===== config.mk =====
export PLATFORM = sky130hd
export DESIGN_NAME = duty_ramp
export DESIGN_NICKNAME = d
export VERILOG_FILES = /design/src/rtl/duty_ramp.sv
export SDC_FILE = /design/constraint.sdc
export NUM_CORES = 1
export LEC_CHECK = 0
export CORE_ASPECT_RATIO = 0.7
export CORE_MARGIN = 8
export CORE_UTILIZATION = 58
export DETAILED_ROUTE_END_ITERATION = 8
export GPL_TIMING_DRIVEN = 0
export PLACE_DENSITY = 0.83
export SETUP_SLACK_MARGIN = 0.4
export SLEW_MARGIN = 20
export SYNTH_ARGS = -nofsm -noshare
export SYNTH_HDL_FRONTEND = slang
export SYNTH_SLANG_ARGS = --single-unit

===== constraint.sdc =====
create_clock -name clk -period 6.03 [get_ports clk]
set_input_delay 1.206 -clock clk [delete_from_list [all_inputs] [get_ports clk]]
set_output_delay 1.206 -clock clk [all_outputs]
set_load 0.005 [all_outputs]

===== src/rtl/duty_ramp.sv =====
// duty_ramp: breathing-sequence generator for a downstream PWM.
// A prescaler produces step strobes, a divider turns them into level updates,
// and a five-state FSM ramps the level up, holds, ramps down, holds, repeats.
// Optional build macro: DUTY_RAMP_GAMMA_EN selects a square-law duty mapping.
module duty_ramp #(
    parameter int N = 8,
    parameter int P = 16
) (
    input  logic         clk,
    input  logic         rst,
    input  logic         ena,
    input  logic         start,
    input  logic         stop,
    input  logic [P-1:0] rate,
    input  logic [7:0]   ramp_div,
    input  logic [7:0]   hold_ticks,
    output logic         step,
    output logic [N-1:0] duty,
    output logic         busy,
    output logic         cycle_done
);

    typedef enum logic [2:0] {
        IDLE,
        UP,
        HOLD_HI,
        DOWN,
        HOLD_LO
    } state_t;

    localparam logic [N-1:0] LVL_MAX = '1;
    localparam logic [N-1:0] LVL_ONE = N'(1);
    localparam logic [P-1:0] PRE_ONE = P'(1);

    state_t       state, state_nxt;
    logic [N-1:0] level, level_nxt;
    logic [7:0]   hold_cnt, hold_nxt;
    logic         stop_req, stop_nxt;
    logic [P-1:0] presc, presc_nxt;
    logic [7:0]   div, div_nxt;
    logic         active;
    logic         update;

    // Registered state; synchronous reset aborts any sequence at once
    always_ff @(posedge clk) begin
        if (rst) begin
            state    <= IDLE;
            level    <= '0;
            hold_cnt <= '0;
            stop_req <= 1'b0;
            presc    <= '0;
            div      <= '0;
        end else begin
            state    <= state_nxt;
            level    <= level_nxt;
            hold_cnt <= hold_nxt;
            stop_req <= stop_nxt;
            presc    <= presc_nxt;
            div      <= div_nxt;
        end
    end

    // Timebase, update divider and ramp FSM next-state/strobe decode
    always_comb begin
        state_nxt  = state;
        level_nxt  = level;
        hold_nxt   = hold_cnt;
        stop_nxt   = stop_req;
        presc_nxt  = presc;
        div_nxt    = div;
        step       = 1'b0;
        update     = 1'b0;
        cycle_done = 1'b0;
        // rst gates the strobes so nothing leaks out while reset is held
        active     = ena && !rst;

        if (active) begin
            step      = (presc == rate);
            presc_nxt = step ? '0 : presc + PRE_ONE;
            if (step) begin
                div_nxt = (div == ramp_div) ? '0 : div + 8'd1;
            end
            update = step && (div == ramp_div);

            if (state != IDLE && stop) begin
                stop_nxt = 1'b1;
            end

            case (state)
                IDLE: begin
                    level_nxt = '0;
                    if (start) begin
                        state_nxt = UP;
                        presc_nxt = '0;
                        div_nxt   = '0;
                        stop_nxt  = stop;
                    end
                end
                UP: begin
                    if (update) begin
                        level_nxt = level + LVL_ONE;
                        if (level_nxt == LVL_MAX) begin
                            state_nxt = HOLD_HI;
                            hold_nxt  = '0;
                        end
                    end
                end
                HOLD_HI: begin
                    if (update) begin
                        if (hold_cnt == hold_ticks) begin
                            state_nxt = DOWN;
                            level_nxt = level - LVL_ONE;
                        end else begin
                            hold_nxt = hold_cnt + 8'd1;
                        end
                    end
                end
                DOWN: begin
                    if (update) begin
                        level_nxt = level - LVL_ONE;
                        if (level_nxt == '0) begin
                            state_nxt = HOLD_LO;
                            hold_nxt  = '0;
                        end
                    end
                end
                HOLD_LO: begin
                    if (update) begin
                        if (hold_cnt == hold_ticks) begin
                            cycle_done = 1'b1;
                            if (stop_req) begin
                                state_nxt = IDLE;
                                stop_nxt  = 1'b0;
                            end else begin
                                state_nxt = UP;
                                level_nxt = LVL_ONE;
                            end
                        end else begin
                            hold_nxt = hold_cnt + 8'd1;
                        end
                    end
                end
                default: begin
                    state_nxt = IDLE;
                    level_nxt = '0;
                end
            endcase
        end
    end

    assign busy = (state != IDLE);

`ifdef DUTY_RAMP_GAMMA_EN
    logic [2*N-1:0] level_sq;

    assign level_sq = {{N{1'b0}}, level} * {{N{1'b0}}, level};
    assign duty     = (level == LVL_MAX) ? LVL_MAX : level_sq[2*N-1:N];
`else
    assign duty = level;
`endif

endmodule


# After elaboration in Yosys (flattened, before gate mapping)
# Index checks and enable logic that the tools add are counted.
[word_totals] register_bits=44 in_bits=37
[op_classes] eq_ne=20 addsub=5 muxes=44 reduce_logical=12
[ops] op="$mux W8" n=17
[ops] op="$mux W16" n=3
[ops] op="$pmux W8 S4" n=1
[ops] op="$mux W3" n=9
[ops] op="$add A8 B1 Y8 const B" n=3
[ops] op="$pmux W8 S3" n=1
[ops] op="$ne A2 B2 Y1 const B" n=11
[ops] op="$add A16 B1 Y16 const B" n=1
[ops] op="$eq A16 B16 Y1" n=1
[ops] op="$eq A8 B8 Y1" n=2
[ops] op="$reduce_and A8 Y1" n=2
[ops] op="$pmux W3 S5" n=1
[ops] op="$mux W1" n=11
[ops] op="$reduce_and A10 Y1" n=1
[ops] op="$eq A8 B8 Y1 const B" n=1
[ops] op="$logic_not A8 Y1" n=1
[ops] op="$sub A8 B1 Y8 const B" n=1
[ops] op="$eq A3 B2 Y1 const B" n=2
[ops] op="$reduce_bool A3 Y1" n=2
[ops] op="$eq A3 B1 Y1 const B" n=1
[ops] op="$eq A3 B3 Y1 const B" n=1
[ops] op="$logic_and A1 B1 Y1" n=3
[ops] op="$logic_not A3 Y1" n=1
[ops] op="$ne A2 B1 Y1 const B" n=1
[ops] op="3 further kinds" n=3

# Logic depth before layout (Yosys ltp)
[logic_depth] depth_word=7 mapped_depth=10

# Worst setup path after synthesis
# Ideal clock, no wire load.
[synth_timing] path_kind="input -> output" startpoint="input rate[14]" endpoint="output cycle_done" setup_slack_ns=2.587 cell_stages=5 t_arrival_ns=2.237 path_buffers=0 cell_sequence="xnor2_1 > nand4_1 > nor4_4 > nand2_2 > nor3_1"
[synth_between] elab_chain_cells=5
[synth_rtl] element="start: declaration" line="14" rtl="input logic [P-1:0] rate,"
[synth_rtl] element="$eq A16 B16 Y1" line="78" rtl="step = (presc == rate);"
[synth_rtl] element="$logic_and A1 B1 Y1" line="83" rtl="update = step && (div == ramp_div);"
[synth_rtl] element="$mux W1" line="128" rtl="if (update) begin"
[synth_rtl] element="$mux W1" line="89" rtl="case (state)"
[synth_rtl] element="$mux W1" line="77" rtl="if (active) begin"
[synth_rtl] element="end: declaration" line="20" rtl="output logic cycle_done"
# Every way passes these cells.

# Worst setup path after layout
[layout_timing] startpoint="input rate[1]" endpoint="output cycle_done"
# The elaborated chain is that of the path after synthesis.

==> impl_metrics.json <==
{
  "cpLargestDelayFamily": "simple AND/OR/NAND/NOR gates",
  "h-tree-depth": 2,
  "synth.lib_cells_used.distinct": 56,
  "relSlewSlack": 0.411,
  "finalWorstSetupSlack_ns": 1.29,
  "synth_common_cells": "nor2_1 (48), dfxtp_1 (44), xnor2_1 (43)",
  "ctsLongestPathBuffers": 2,
  "seq_area_frac_synth": 0.291,
  "fin_tns_setup_ns": 0,
  "layout_min_cycle_time_ns": 4.74,
  "clkSinkCount": 44,
  "total_power_mw": 0.672,
  "synth.area.top_cells": "dfxtp_1 (29%), xnor2_1 (12%), nor2_1 (5.9%)",
  "worstPathMaxFanout": 6,
  "finalCritPeriodShare": 0.787,
  "cts_root_buf": "clkbuf_8",
  "drtIter0Drc": 337,
  "final_antenna_net_count": 0,
  "initial_utilization": 0.589,
  "end_kind": "primary output",
  "drc": 0,
  "grt_max_degree": 14,
  "ys.flop_type": "dfxtp_1",
  "dieArea_sq_mm": 0.00783,
  "cts_buffers": 5,
  "slew_viol_final": 0,
  "clock_skew_ns": 0.00824,
  "crit_path_start_kind": "input port",
  "coreArea_sq_mm": 0.00515,
  "yosysTopAreaCell": "dfxtp_1",
  "yosysTopAreaCellShare": 0.291,
  "avgSynthCellArea_sq_um": 7.71,
  "die_y_um": 76.5,
  "vias": 3048,
  "hpwlAfterDp_mm": 6.11,
  "rows": 22,
  "power_density_mw_per_mm2": 182,
  "cts_resized": 0,
  "path_cells": "clkdlybuf4s50_1 -> xnor2_1 -> nand4_1 -> nor4_4 -> nand2_2 -> nor3_1 -> clkdlybuf4s50_1",
  "clk-insertion-delay-late_ns": 0.30,
  "finalHoldViolCount": 0,
  "dp_slack_ns": 1.28,
  "fill_cells": 452,
  "critPathMaxStageDelay_ns": 0.56,
  "drt-pass1-iter-count": 6,
  "hold_buffers": 0,
  "wl_mm": 8.04,
  "min_path_type": "flip-flop to flip-flop",
  "first_global_vias": 2905,
  "gp_congestion": 0.983,
  "wl_met2_mm": 3.59,
  "leakagePower_nw": 1.23,
  "cts_setup_buffers": 0,
  "cp_slowest_cell": "clkdlybuf4s50_1",
  "final_core_util": 0.717,
  "ys_seq_elements": 44,
  "worst_pin_slew_ns": 0.877,
  "drt-met1-wl_mm": 3.78,
  "area_growth_pct": 21.7,
  "maxCapViolations": 0,
  "grt_overflow": 0,
  "yosys.cell_count.top_type": "nor2_1",
  "synthCells": 393,
  "cts_tree": "done",
  "synthArstFlopShare": 0,
  "grt_pass1_wl_mm": 13.7,
  "yosys_warnings": 0,
  "hold_slack_ns": 0.520,
  "viasPerCell": 5.87,
  "crit_arrival_ns": 3.54,
  "worstSetupPathType": "input port to primary output",
  "synth_edf_count": 0,
  "antenna_found_initial": 0,
  "setup_violations": 0,
  "io_buffers": 46,
  "grt_usage": 0.210,
  "cpMostUsedCell": "clkdlybuf4s50_1",
  "drive_gt1_frac": 0.0716,
  "syn-num-nets": 437,
  "clk_pin_slew_worst_paths_ns": 0.08,
  "max_freq_mhz": 211,
  "ir_drop_v": 0.000117,
  "wl_met3_um": 635,
  "finalNetCount": 490,
  "worst_ep_required_time_ns": 4.82,
  "run_status": "complete, no violations",
  "critPathBufInv": 2,
  "rsz0062_at_grt": "false",
  "wire_per_inst_um": 15.5,
  "top_layer": "met4",
  "io_pins": 48,
  "antenna_cells": 0,
  "synth_area_sq_mm": 0.00303,
  "dieWidth_um": 102
}
layout make-up:
class / count / area, sq um / area share
buffer: 20 / 100 / 0.0271
inverter: 16 / 60.1 / 0.0163
clock inverter: 2 / 35.0 / 0.00949
tap: 72 / 90.1 / 0.0244
sequential: 44 / 881 / 0.239
multi-input combinational: 313 / 1990 / 0.540
timing repair buffer: 46 / 460 / 0.125
clock buffer: 6 / 72.6 / 0.0197
metal layers:
layer,up-vias,global-route usage
li1,1502,-
met5,-,0
met3,6,0.0520
met2,118,0.322
met1,1422,0.291
met4,0,0.0307
through the flow:
step                      std cells  instance area [sq um]
final                           519                   3690
after detailed placement        511                   3580
after global routing            519                   3690
after CTS                       519                   3690
after global placement          511                   3580
after floorplan                 393                   3030
tightest hold or removal path, cell delays in order, from the launching register on:
cell and delay (ns):
dfxtp_1 0.35, nand2_1 0.07, mux2i_1 0.06
kinds of logic after synthesis:
logic type,count (synthesis),share of synthesized area
and+or+nand+nor,172,0.296
DFF,44,0.291
xor gates and xnor gates,56,0.162
AOI/OAI and AO/OA,77,0.166
muxes,1,0.00330
buffers and inverters,36,0.0528
adders and majority gates,7,0.0289
layout by cell type, fill, tap and decap left out, types with 3 or more instances in the layout:
cell type	instances
xnor2_1	43
nand3_1	20
nor3_1	6
clkbuf_8	5
nand3b_1	3
or2_2	3
o311ai_1	6
or3_1	12
nand2_1	39
a21oi_1	19
dfxtp_1	44
and3_1	5
a221oi_1	3
nor2_1	48
o31ai_1	3
buf_2	8
clkbuf_1	11
ha_1	7
a31oi_1	4
a311oi_1	3
xor2_1	13
nand4_1	15
clkdlybuf4s50_1	46
o21ai_0	21
inv_1	16
worst paths after layout:
kind | cells past startpoint | start | end | slack (ns)
min reg2reg | 2 | hold_cnt[1] | hold_cnt[1] | 0.52
max | 7 | rate[1] | cycle_done | 1.29
max reg2reg | 10 | duty[0] | hold_cnt[1] | 2.93
min | 2 | hold_cnt[1] | hold_cnt[1] | 0.52
flip-flops by register name (all words and copies together), names as in the netlist:
| signal | flops |
|---|---|
| stop_req | 1 |
| state | 3 |
| hold_cnt | 8 |
| duty | 8 |
| presc | 16 |
| div | 8 |
power by group:
group / total (mW) / internal [mW] / switching (mW) / leakage (nW)
clock: 0.228 / 0.123 / 0.105 / 0.0552
combinational: 0.142 / 0.0632 / 0.0792 / 0.815
sequential: 0.301 / 0.295 / 0.00642 / 0.355
total: 0.672 / 0.481 / 0.191 / 1.23
Note: power is estimated with default switching activity, not from simulation.
